===== src/rtl/tp_adc_responder_if.sv =====
// Touch-panel ADC serial bus: controller-driven CS/DCLK/DIN, responder-driven
// DOUT/BUSY/PENIRQ.
interface tp_adc_responder_if;
  logic TP_CS;
  logic TP_DCLK;
  logic TP_DIN;
  logic TP_DOUT;
  logic TP_BUSY;
  logic TP_PENIRQ;

  modport master (
    output TP_CS, TP_DCLK, TP_DIN,
    input  TP_DOUT, TP_BUSY, TP_PENIRQ
  );

  modport slave (
    input  TP_CS, TP_DCLK, TP_DIN,
    output TP_DOUT, TP_BUSY, TP_PENIRQ
  );
endinterface


===== src/rtl/tp_adc_responder.sv =====
// Behavioural ADS7843-style touch-panel ADC responder. Decodes the command
// byte clocked in on DCLK rises, emulates one DCLK period of BUSY, then
// shifts a 12- or 8-bit sample of x_pos/y_pos out on DCLK falls.
module tp_adc_responder #(
  parameter int unsigned CLKS_MIN = 4
) (
  input  logic                  clk,
  input  logic                  reset_btn,
  tp_adc_responder_if.slave     tp,
  input  logic                  pen_down,
  input  logic [11:0]           x_pos,
  input  logic [11:0]           y_pos,
  output logic                  cmd_valid,
  output logic [7:0]            cmd_byte
);

  // Edge detection runs 3 clk cycles behind the pins; shorter DCLK phases
  // can be merged or missed.
  if (CLKS_MIN < 3) begin : g_bad_clks_min
    $error("tp_adc_responder: CLKS_MIN must be at least 3");
  end

  typedef enum logic [1:0] {IDLE, CMD, CONV, DATA} state_t;

  state_t      state_q, state_d;
  logic        cs_s1, cs_s2, cs_d;
  logic        dclk_s1, dclk_s2, dclk_d;
  logic        din_s1, din_s2;
  logic        dclk_rise, dclk_fall, cs_rise, cs_fall;
  logic        pen_q;
  logic        pirq_en_q, pirq_en_d;
  logic [3:0]  cnt_q, cnt_d;
  logic [7:0]  sh_q, sh_d;
  logic [7:0]  cmd_byte_d;
  logic [11:0] res_q, res_d;
  logic [11:0] sel;
  logic [7:0]  byte_in;
  logic        mode_q, mode_d;
  logic        busy_q, busy_d;
  logic        dout_q, dout_d;
  logic        valid_d;

  // Synchronize the asynchronous bus inputs and keep a delayed copy for edges.
  // CS syncs reset low so a CS already low at reset release is not seen as a
  // fresh falling edge; the aborted transfer is therefore never resumed.
  always_ff @(posedge clk or negedge reset_btn) begin
    if (!reset_btn) begin
      cs_s1   <= 1'b0;
      cs_s2   <= 1'b0;
      cs_d    <= 1'b0;
      dclk_s1 <= 1'b0;
      dclk_s2 <= 1'b0;
      dclk_d  <= 1'b0;
      din_s1  <= 1'b0;
      din_s2  <= 1'b0;
      pen_q   <= 1'b0;
    end else begin
      cs_s1   <= tp.TP_CS;
      cs_s2   <= cs_s1;
      cs_d    <= cs_s2;
      dclk_s1 <= tp.TP_DCLK;
      dclk_s2 <= dclk_s1;
      dclk_d  <= dclk_s2;
      din_s1  <= tp.TP_DIN;
      din_s2  <= din_s1;
      pen_q   <= pen_down;
    end
  end

  assign dclk_rise = dclk_s2 & ~dclk_d;
  assign dclk_fall = ~dclk_s2 & dclk_d;
  assign cs_rise   = cs_s2 & ~cs_d;
  assign cs_fall   = ~cs_s2 & cs_d;

  // FSM and datapath registers.
  always_ff @(posedge clk or negedge reset_btn) begin
    if (!reset_btn) begin
      state_q   <= IDLE;
      cnt_q     <= '0;
      sh_q      <= '0;
      res_q     <= '0;
      mode_q    <= 1'b0;
      busy_q    <= 1'b0;
      dout_q    <= 1'b0;
      pirq_en_q <= 1'b1;
      cmd_byte  <= '0;
      cmd_valid <= 1'b0;
    end else begin
      state_q   <= state_d;
      cnt_q     <= cnt_d;
      sh_q      <= sh_d;
      res_q     <= res_d;
      mode_q    <= mode_d;
      busy_q    <= busy_d;
      dout_q    <= dout_d;
      pirq_en_q <= pirq_en_d;
      cmd_byte  <= cmd_byte_d;
      cmd_valid <= valid_d;
    end
  end

  // Result selection from the channel bits of the byte being completed.
  always_comb begin
    byte_in = {sh_q[6:0], din_s2};
    case (byte_in[6:4])
      3'b101:  sel = x_pos;
      3'b001:  sel = y_pos;
      3'b011:  sel = pen_down ? '1 : '0;
      default: sel = '0;
    endcase
  end

  // Next-state and output logic; a CS rise aborts from any state.
  always_comb begin
    state_d    = state_q;
    cnt_d      = cnt_q;
    sh_d       = sh_q;
    res_d      = res_q;
    mode_d     = mode_q;
    busy_d     = busy_q;
    dout_d     = dout_q;
    pirq_en_d  = pirq_en_q;
    cmd_byte_d = cmd_byte;
    valid_d    = 1'b0;

    if (cs_rise) begin
      state_d = IDLE;
      busy_d  = 1'b0;
      dout_d  = 1'b0;
      cnt_d   = '0;
    end else begin
      case (state_q)
        IDLE: begin
          if (cs_fall) begin
            state_d = CMD;
            cnt_d   = '0;
          end
        end
        CMD: begin
          // Leading zeros before the start bit leave the count at 0.
          if (dclk_rise && (cnt_q != 4'd0 || din_s2)) begin
            sh_d = byte_in;
            if (cnt_q == 4'd7) begin
              cmd_byte_d = byte_in;
              valid_d    = 1'b1;
              res_d      = sel;
              mode_d     = byte_in[3];
              pirq_en_d  = (byte_in[1:0] == 2'b00);
              cnt_d      = '0;
              state_d    = CONV;
            end else begin
              cnt_d = cnt_q + 4'd1;
            end
          end
        end
        CONV: begin
          if (dclk_fall) begin
            if (!busy_q) begin
              busy_d = 1'b1;
            end else begin
              busy_d  = 1'b0;
              dout_d  = res_q[11];
              res_d   = {res_q[10:0], 1'b0};
              cnt_d   = 4'd1;
              state_d = DATA;
            end
          end
        end
        DATA: begin
          if (dclk_fall) begin
            if (cnt_q == (mode_q ? 4'd8 : 4'd12)) begin
              dout_d  = 1'b0;
              cnt_d   = '0;
              state_d = CMD;
            end else begin
              dout_d = res_q[11];
              res_d  = {res_q[10:0], 1'b0};
              cnt_d  = cnt_q + 4'd1;
            end
          end
        end
        default: state_d = IDLE;
      endcase
    end
  end

  assign tp.TP_DOUT   = dout_q;
  assign tp.TP_BUSY   = busy_q;
  assign tp.TP_PENIRQ = ~(pen_q & pirq_en_q & cs_s2);

endmodule


===== src/flat_wrapper.sv =====
// flat-port wrapper written by rule: the top's interface ports become plain ports
module tp_adc_responder_flat 
#(
  parameter int unsigned CLKS_MIN = 4
)
  (clk, reset_btn, pen_down, x_pos, y_pos, cmd_valid, cmd_byte, tp_TP_CS, tp_TP_DCLK, tp_TP_DIN, tp_TP_DOUT, tp_TP_BUSY, tp_TP_PENIRQ);
  tp_adc_responder_if tp_i ();
  input  logic clk;
  input  logic reset_btn;
  input  logic pen_down;
  input  logic [11:0] x_pos;
  input  logic [11:0] y_pos;
  output logic cmd_valid;
  output logic [7:0] cmd_byte;
  input wire logic [$bits(tp_i.TP_CS)-1:0] tp_TP_CS;
  input wire logic [$bits(tp_i.TP_DCLK)-1:0] tp_TP_DCLK;
  input wire logic [$bits(tp_i.TP_DIN)-1:0] tp_TP_DIN;
  output wire logic [$bits(tp_i.TP_DOUT)-1:0] tp_TP_DOUT;
  output wire logic [$bits(tp_i.TP_BUSY)-1:0] tp_TP_BUSY;
  output wire logic [$bits(tp_i.TP_PENIRQ)-1:0] tp_TP_PENIRQ;
  assign tp_i.TP_CS = tp_TP_CS;
  assign tp_i.TP_DCLK = tp_TP_DCLK;
  assign tp_i.TP_DIN = tp_TP_DIN;
  assign tp_TP_DOUT = tp_i.TP_DOUT;
  assign tp_TP_BUSY = tp_i.TP_BUSY;
  assign tp_TP_PENIRQ = tp_i.TP_PENIRQ;
  tp_adc_responder #(.CLKS_MIN(CLKS_MIN)) u_core (.clk(clk), .reset_btn(reset_btn), .tp(tp_i), .pen_down(pen_down), .x_pos(x_pos), .y_pos(y_pos), .cmd_valid(cmd_valid), .cmd_byte(cmd_byte));
endmodule

===== config.mk =====
export PLATFORM = sky130hd
export DESIGN_NAME = tp_adc_responder_flat
export DESIGN_NICKNAME = d
export VERILOG_FILES = /design/src/rtl/tp_adc_responder_if.sv /design/src/rtl/tp_adc_responder.sv /design/src/flat_wrapper.sv
export SDC_FILE = /design/constraint.sdc
export NUM_CORES = 1
export LEC_CHECK = 0
export CAP_MARGIN = 10
export CORE_UTILIZATION = 35
export DETAILED_ROUTE_END_ITERATION = 8
export GPL_ROUTABILITY_DRIVEN = 0
export PLACE_DENSITY = 0.53
export SETUP_SLACK_MARGIN = 0.15
export SYNTH_ARGS = -nofsm -noshare
export SYNTH_HDL_FRONTEND = slang
export SYNTH_SLANG_ARGS = --single-unit

===== constraint.sdc =====
create_clock -name clk -period 2.05 [get_ports clk]
set_input_delay 0.41 -clock clk [delete_from_list [all_inputs] [get_ports clk]]
set_output_delay 0.41 -clock clk [all_outputs]
set_load 0.02 [all_outputs]

### After elaboration in Yosys (flattened, before gate mapping)

Cells that the tools add are included.

* register bits: 47
* bits of input ports: 30
* output and inout bits: 12
* word-level logic and storage cells: 111

* $add $sub $neg: 1
* equal/unequal tests: 21
* muxes and demuxes: 42
* bitwise logic cells: 12
* reduce and logical (&&, ||, !) cells: 16

Operators with widths (number)
* two-way mux 12 bit: 7
* one-hot mux 12 bit (3 select lines): 2
* two-way mux 4 bit: 8
* inequality test 3 x 1 -> 1 bit, second input constant: 7
* two-way mux 2 bit: 8
* one-hot mux 4 bit (4 select lines): 1
* two-way mux 1 bit: 13
* inequality test 2 x 1 -> 1 bit, second input constant: 5
* one-hot mux 2 bit (4 select lines): 1
* AND reduction 4 bit: 2
* AND reduction 8 bit: 1
* AND reduction 7 bit: 1
* bitwise AND 1 bit: 6
* NOT 1 bit: 6
* nonzero test 3 bit: 2
* AND reduction 5 bit: 1
* adder 4 x 1 -> 4 bit, second input constant: 1
* == test 2 bit, second input constant: 2
* == test 4 x 3 -> 1 bit, second input constant: 1
* == test 4 bit: 1
* zero test 2 bit: 2
* nonzero test 2 bit: 2
* nonzero test 4 bit: 1
* == test 3 x 1 -> 1 bit, second input constant: 1
* other kinds (10): 10

### Longest topological paths before layout

* depth in word-level cells: 6
* mapped depth: 8
* depth with buffers taken out: 7

### Worst setup path after synthesis

OpenSTA, ideal clock, no wires.

* kind: register to register
* start: reg u_core.cnt_q[0]
* end: reg u_core.cnt_q[2]
* library setup time: 65 ps
* data arrival time: 1581 ps
* data required time: 1985 ps
* setup slack: 404 ps
* cell stages (with the launch flop): 9
* path buffers: 1
* clock period less this slack: 1646 ps
* path through: dfrtp_1 > inv_1 > ha_1 > nor4b_4 > o21ai_2 > and4_4 > buf_6 > a31oi_1 > o211a_1

* cells in the longest elaborated chain, start to end: 5
* elaborated cells on any way between the ends: 14
* classes of those cells: add/sub: 1; eq/ne: 3; mux: 6; reduce/logical: 4

Ends and longest elaborated chain
* start: declaration: RTL line tp_adc_responder.sv:32 `logic [3:0] cnt_q, cnt_d;`
* start signal: assignment: RTL line tp_adc_responder.sv:90 `cnt_q <= cnt_d;`
* adder 4 x 1 -> 4 bit, or another cell as far along: RTL line tp_adc_responder.sv:152, tp_adc_responder.sv:178
* two-way mux 4 bit, or another cell as far along: RTL line tp_adc_responder.sv:171 `if (cnt_q == (mode_q ? 4'd8 : 4'd12)) begin`
* two-way mux 4 bit, or another cell as far along: RTL line tp_adc_responder.sv:170 `if (dclk_fall) begin`
* one-hot mux 4 bit (4 select lines) / inequality test 3 x 1 -> 1 bit (equally long branches)
* two-way mux 4 bit / AND reduction 5 bit (equally long branches)

Parallel ways exist; a longest one is shown, timed or not. The select of a mux whose other input is x is not followed.
A chain may end at the register's enable or synchronous reset.

### Worst setup path in the final report

* start: reg u_core.state_q[1]
* end: reg u_core.cmd_byte[1]

* cells in the longest elaborated chain, start to end: 2

Ends and longest elaborated chain
* start: declaration: RTL line tp_adc_responder.sv:25 `state_t state_q, state_d;`
* start signal: assignment: RTL line tp_adc_responder.sv:89 `state_q <= state_d;`
* == test 2 x 1 -> 1 bit: RTL line tp_adc_responder.sv:132 `case (state_q)`
* AND reduction 4 bit (no source line)
* end signal: assignment: RTL line tp_adc_responder.sv:97 `cmd_byte <= cmd_byte_d;`
* end: declaration: RTL line tp_adc_responder.sv:14 `output logic [7:0] cmd_byte`

No other way between the ends.

==> impl_metrics.py <==
metrics = {
    "clocking": {
        "htreeDepth": 2,
        "cts_buffers": 5,
        "clock_latency_ps": 310,
        "cts_buffer_depth": 2,
        "clk_pin_slew_ps": 100,
        "clk_root_buffer_cell": "clkbuf_8",
        "clock-sinks": 46,
        "cts_tree": "built",
        "cts_hold_buf": 0,
    },
    "global_route": {
        "antenna_found_initial": 0,
        "gr-total-overflow": 0,
        "grt.total_usage_pct": 15.16,
        "grt_pass1_vias": 1790,
        "grt_first_pass_wirelength_um": 8618,
        "grt_max_degree": 29,
    },
    "setup_path": {
        "critPathLaunch": "u_core.state_q[1]",
        "critPathLaunchType": "flip-flop",
        "cp-end-kind": "flip-flop",
        "r2r-end": "u_core.cmd_byte[1]",
        "crit_chain": "inv_1 > ha_1 > nand2_1 > nor2_4 > buf_12 > mux2_2",
        "critPathSlowestCell": "dfrtp_1",
        "path_class": "flip-flop to flip-flop",
        "cp.depth": 6,
        "cp-endpoint": "u_core.cmd_byte[1]",
        "path_buf_inv": 2,
        "critPathMaxFanout": 10,
        "regToRegStartpoint": "u_core.state_q[1]",
        "cp_top_family": "flip-flops",
        "ff2ff_setup_slack_ps": 300,
        "critPathMaxStageDelay_ps": 410,
        "arrival_ps": 1960,
        "cp.required_ps": 2250,
        "ff2ff_path_depth": 6,
    },
    "run_status": {
        "outcome": "complete, no violations",
    },
    "route": {
        "drt_iter0_drc": 54,
        "ant_nets": 0,
        "wl_um": 4753,
        "drt-vias-per-instance": 5.128,
        "routedWlPerCell_um": 14.19,
        "num_vias": 1718,
        "firstDrtPassIters": 4,
        "drc": 0,
    },
    "timing": {
        "hold_viol_final": 0,
        "fmax_mhz": 570.2,
        "rsz0062_at_grt": "false",
        "fin_crit_ps": 1754,
        "finalMaxSlewViolations": 0,
        "skew_ps": 11.72,
        "maxSlewHeadroom_pct": 68.31,
        "setup_tns_ps": 0,
        "setup_violations": 0,
        "final.period_utilization_pct": 85.55,
        "worst_slew_pin_slew_ps": 475.4,
    },
    "finish": {
        "fin_nets": 295,
        "fill_cells": 636,
        "area_growth_syn_to_layout_pct": 25.52,
        "register_area_um2": 1152,
        "multi_input_area_um2": 1085,
        "final_util_pct": 45.87,
        "layout-drive-gt1-share_pct": 15.89,
        "antenna_cells": 0,
    },
    "floorplan": {
        "ios": 42,
        "die_h_um": 83.65,
        "dieArea_um2": 6997,
        "die_w_um": 83.65,
        "coreArea_um2": 6386,
        "rows": 29,
        "start_util_pct": 36.54,
    },
    "synth": {
        "ys_warn_count": 0,
        "synth_cells": 215,
        "netlist.area_leader.share_pct": 48.26,
        "synth_nets": 253,
        "ys_ff_latch": 46,
        "ys_seq_area_share_pct": 49.38,
        "synth.distinct_cells": 38,
        "synth_area_leaders": "dfrtp_1 48%, mux2_2 7.7%, o21ai_0 6.9%",
        "yosys.area.top_type": "dfrtp_1",
        "syn-cell-area_um2": 2333,
        "synth.avg_cell_area_um2": 10.85,
    },
    "power": {
        "power.leakage_nw": 1.238,
        "peakVddDrop_mv": 0.6212,
        "p_per_area_nw_per_um2": 903.9,
    },
    "place": {
        "place_hpwl_um": 3527,
        "io_buffers": 41,
    },
    "job": {
        "drv_cap": 0,
    },
    "min_path": {
        "hold_class": "input pin to asynchronous set/reset pin",
    },
}
-- cell usage in the layout, fill, tap and decap left out, types with 2 or more instances in the layout --
cell type        netlist  routed
a21oi_1                4       4
a31oi_1                5       5
and3_1                 3       3
clkbuf_8               0       5
nand3b_1               4       4
inv_1                  7       7
nor2_4                 2       2
inv_6                  0       3
nand3_1                5       5
mux2_2                16      16
xor2_1                 2       2
clkdlybuf4s50_1        0      39
nor2b_1                2       2
dfrtp_1               45      45
buf_4                  1       4
o21ai_0               32      32
buf_12                 0       2
nand4_1                2       2
ha_1                   8       8
nor2_1                 7       7
mux2i_1               12      12
nand2b_1               2       2
a22oi_1               11      11
nand2_1               19      19
-- final cells by class --
cell class                      count  share of cell area [%]
Timing Repair Buffer               47                   16.19
Tap cell                           77                   3.289
Sequential cell                    46                   39.34
Inverter                            7                  0.8971
Clock buffer                        5                   2.349
Clock inverter                      3                  0.8971
Multi-Input combinational cell    150                   37.04
-- worst min path at each step --
stage | cells after the start | from | end
after floorplan | 0 | reset_btn | u_core.cmd_byte[0]
after global placement | 0 | u_core.din_s1 | u_core.din_s2
after detailed placement | 0 | u_core.cs_s1 | u_core.cs_s2
after CTS | 1 | reset_btn | u_core.cnt_q[3]
after global routing | 1 | reset_btn | u_core.cnt_q[3]
final | 1 | reset_btn | u_core.cnt_q[3]
-- flip-flops by register name, indices dropped and copies added (netlist names) --
| name | cells |
|---|---|
| u_core.cmd_byte | 8 |
| u_core.cmd_valid | 1 |
| u_core.cnt_q | 4 |
| u_core.cs_d | 1 |
| u_core.cs_s1 | 1 |
| u_core.cs_s2 | 1 |
| u_core.dclk_d | 1 |
| u_core.dclk_s1 | 1 |
| u_core.dclk_s2 | 1 |
| u_core.din_s1 | 1 |
| u_core.din_s2 | 1 |
| u_core.pen_q | 1 |
| u_core.pirq_en_q | 1 |
| u_core.res_q | 12 |
| u_core.sh_q | 7 |
| u_core.state_q | 2 |
| u_core.tp.TP_BUSY | 1 |
| u_core.tp.TP_DOUT | 1 |
-- synth_stat cells --
cell	number
nor3b_1	1
dfrtp_1	45
a21o_1	1
nand2_1	19
a32o_1	1
nor2_4	2
nand3b_1	4
buf_4	1
nand2b_1	2
or2_2	1
nor2b_1	2
mux2i_1	12
o21ai_2	1
nand4_1	2
o21ba_2	1
o32ai_1	1
clkbuf_1	4
a31oi_1	5
nor4b_4	1
inv_1	7
mux2_2	16
ha_1	8
o2111ai_2	1
nor3_2	1
and3_1	3
buf_6	2
a22oi_1	11
nor2_1	7
o21ai_0	32
nand3_1	5
o21bai_1	1
a21oi_1	4
and4_4	1
nor3_1	1
o211a_1	1
buf_2	5
xor2_1	2
dfstp_2	1
-- power by group --
part	internal, mW	switching [mW]	leakage, nW
Combinational	0.395	0.539	0.576
Sequential	1.02	0.102	0.612
Clock	0.253	0.338	0.0495
-- logic make-up (layout without fill, tap and decap cells) --
kind of cell	Yosys count	in the layout	share of synthesized area (%)
AO/OA/AOI/OAI	60	60	15.93
XOR/XNOR	2	2	0.7508
adder cells (fa/ha/maj)	8	8	4.290
buffers and inverters	19	62	4.129
flip-flops	46	46	49.38
multiplexers	28	28	12.87
AND/OR/NAND/NOR	52	52	12.65
-- stage by stage --
step | setup slack, ps | hold slack [ps] | area (um2) | total power, mW | cells
global placement | 262.8 | 335.8 | 2815 | 2.082 | 326
CTS | 213.3 | 61.54 | 2909 | 2.695 | 334
detailed placement | 227.1 | 336.4 | 2815 | 2.088 | 326
floorplan | 404.2 | 114.4 | 2333 | 1.836 | 215
finish | 296.3 | 45.48 | 2929 | 2.647 | 335
global route | 154.6 | 73.28 | 2929 | 2.867 | 335
-- what timing repair did --
item,in CTS,in global routing
gates resized for setup,1,0
setup endpoints to repair,1,8
buffers inserted,0,1
pin swaps,0,1
-- layer usage --
metal	up-vias	share of wire, %	GRT usage [%]
met5	-	0	0
met4	0	1.4	4.622
met3	7	4.9	3.561
li1	856	-	-
met1	811	49	20.55
met2	44	45	24.02
Note: power is estimated with default switching activity, not from simulation.
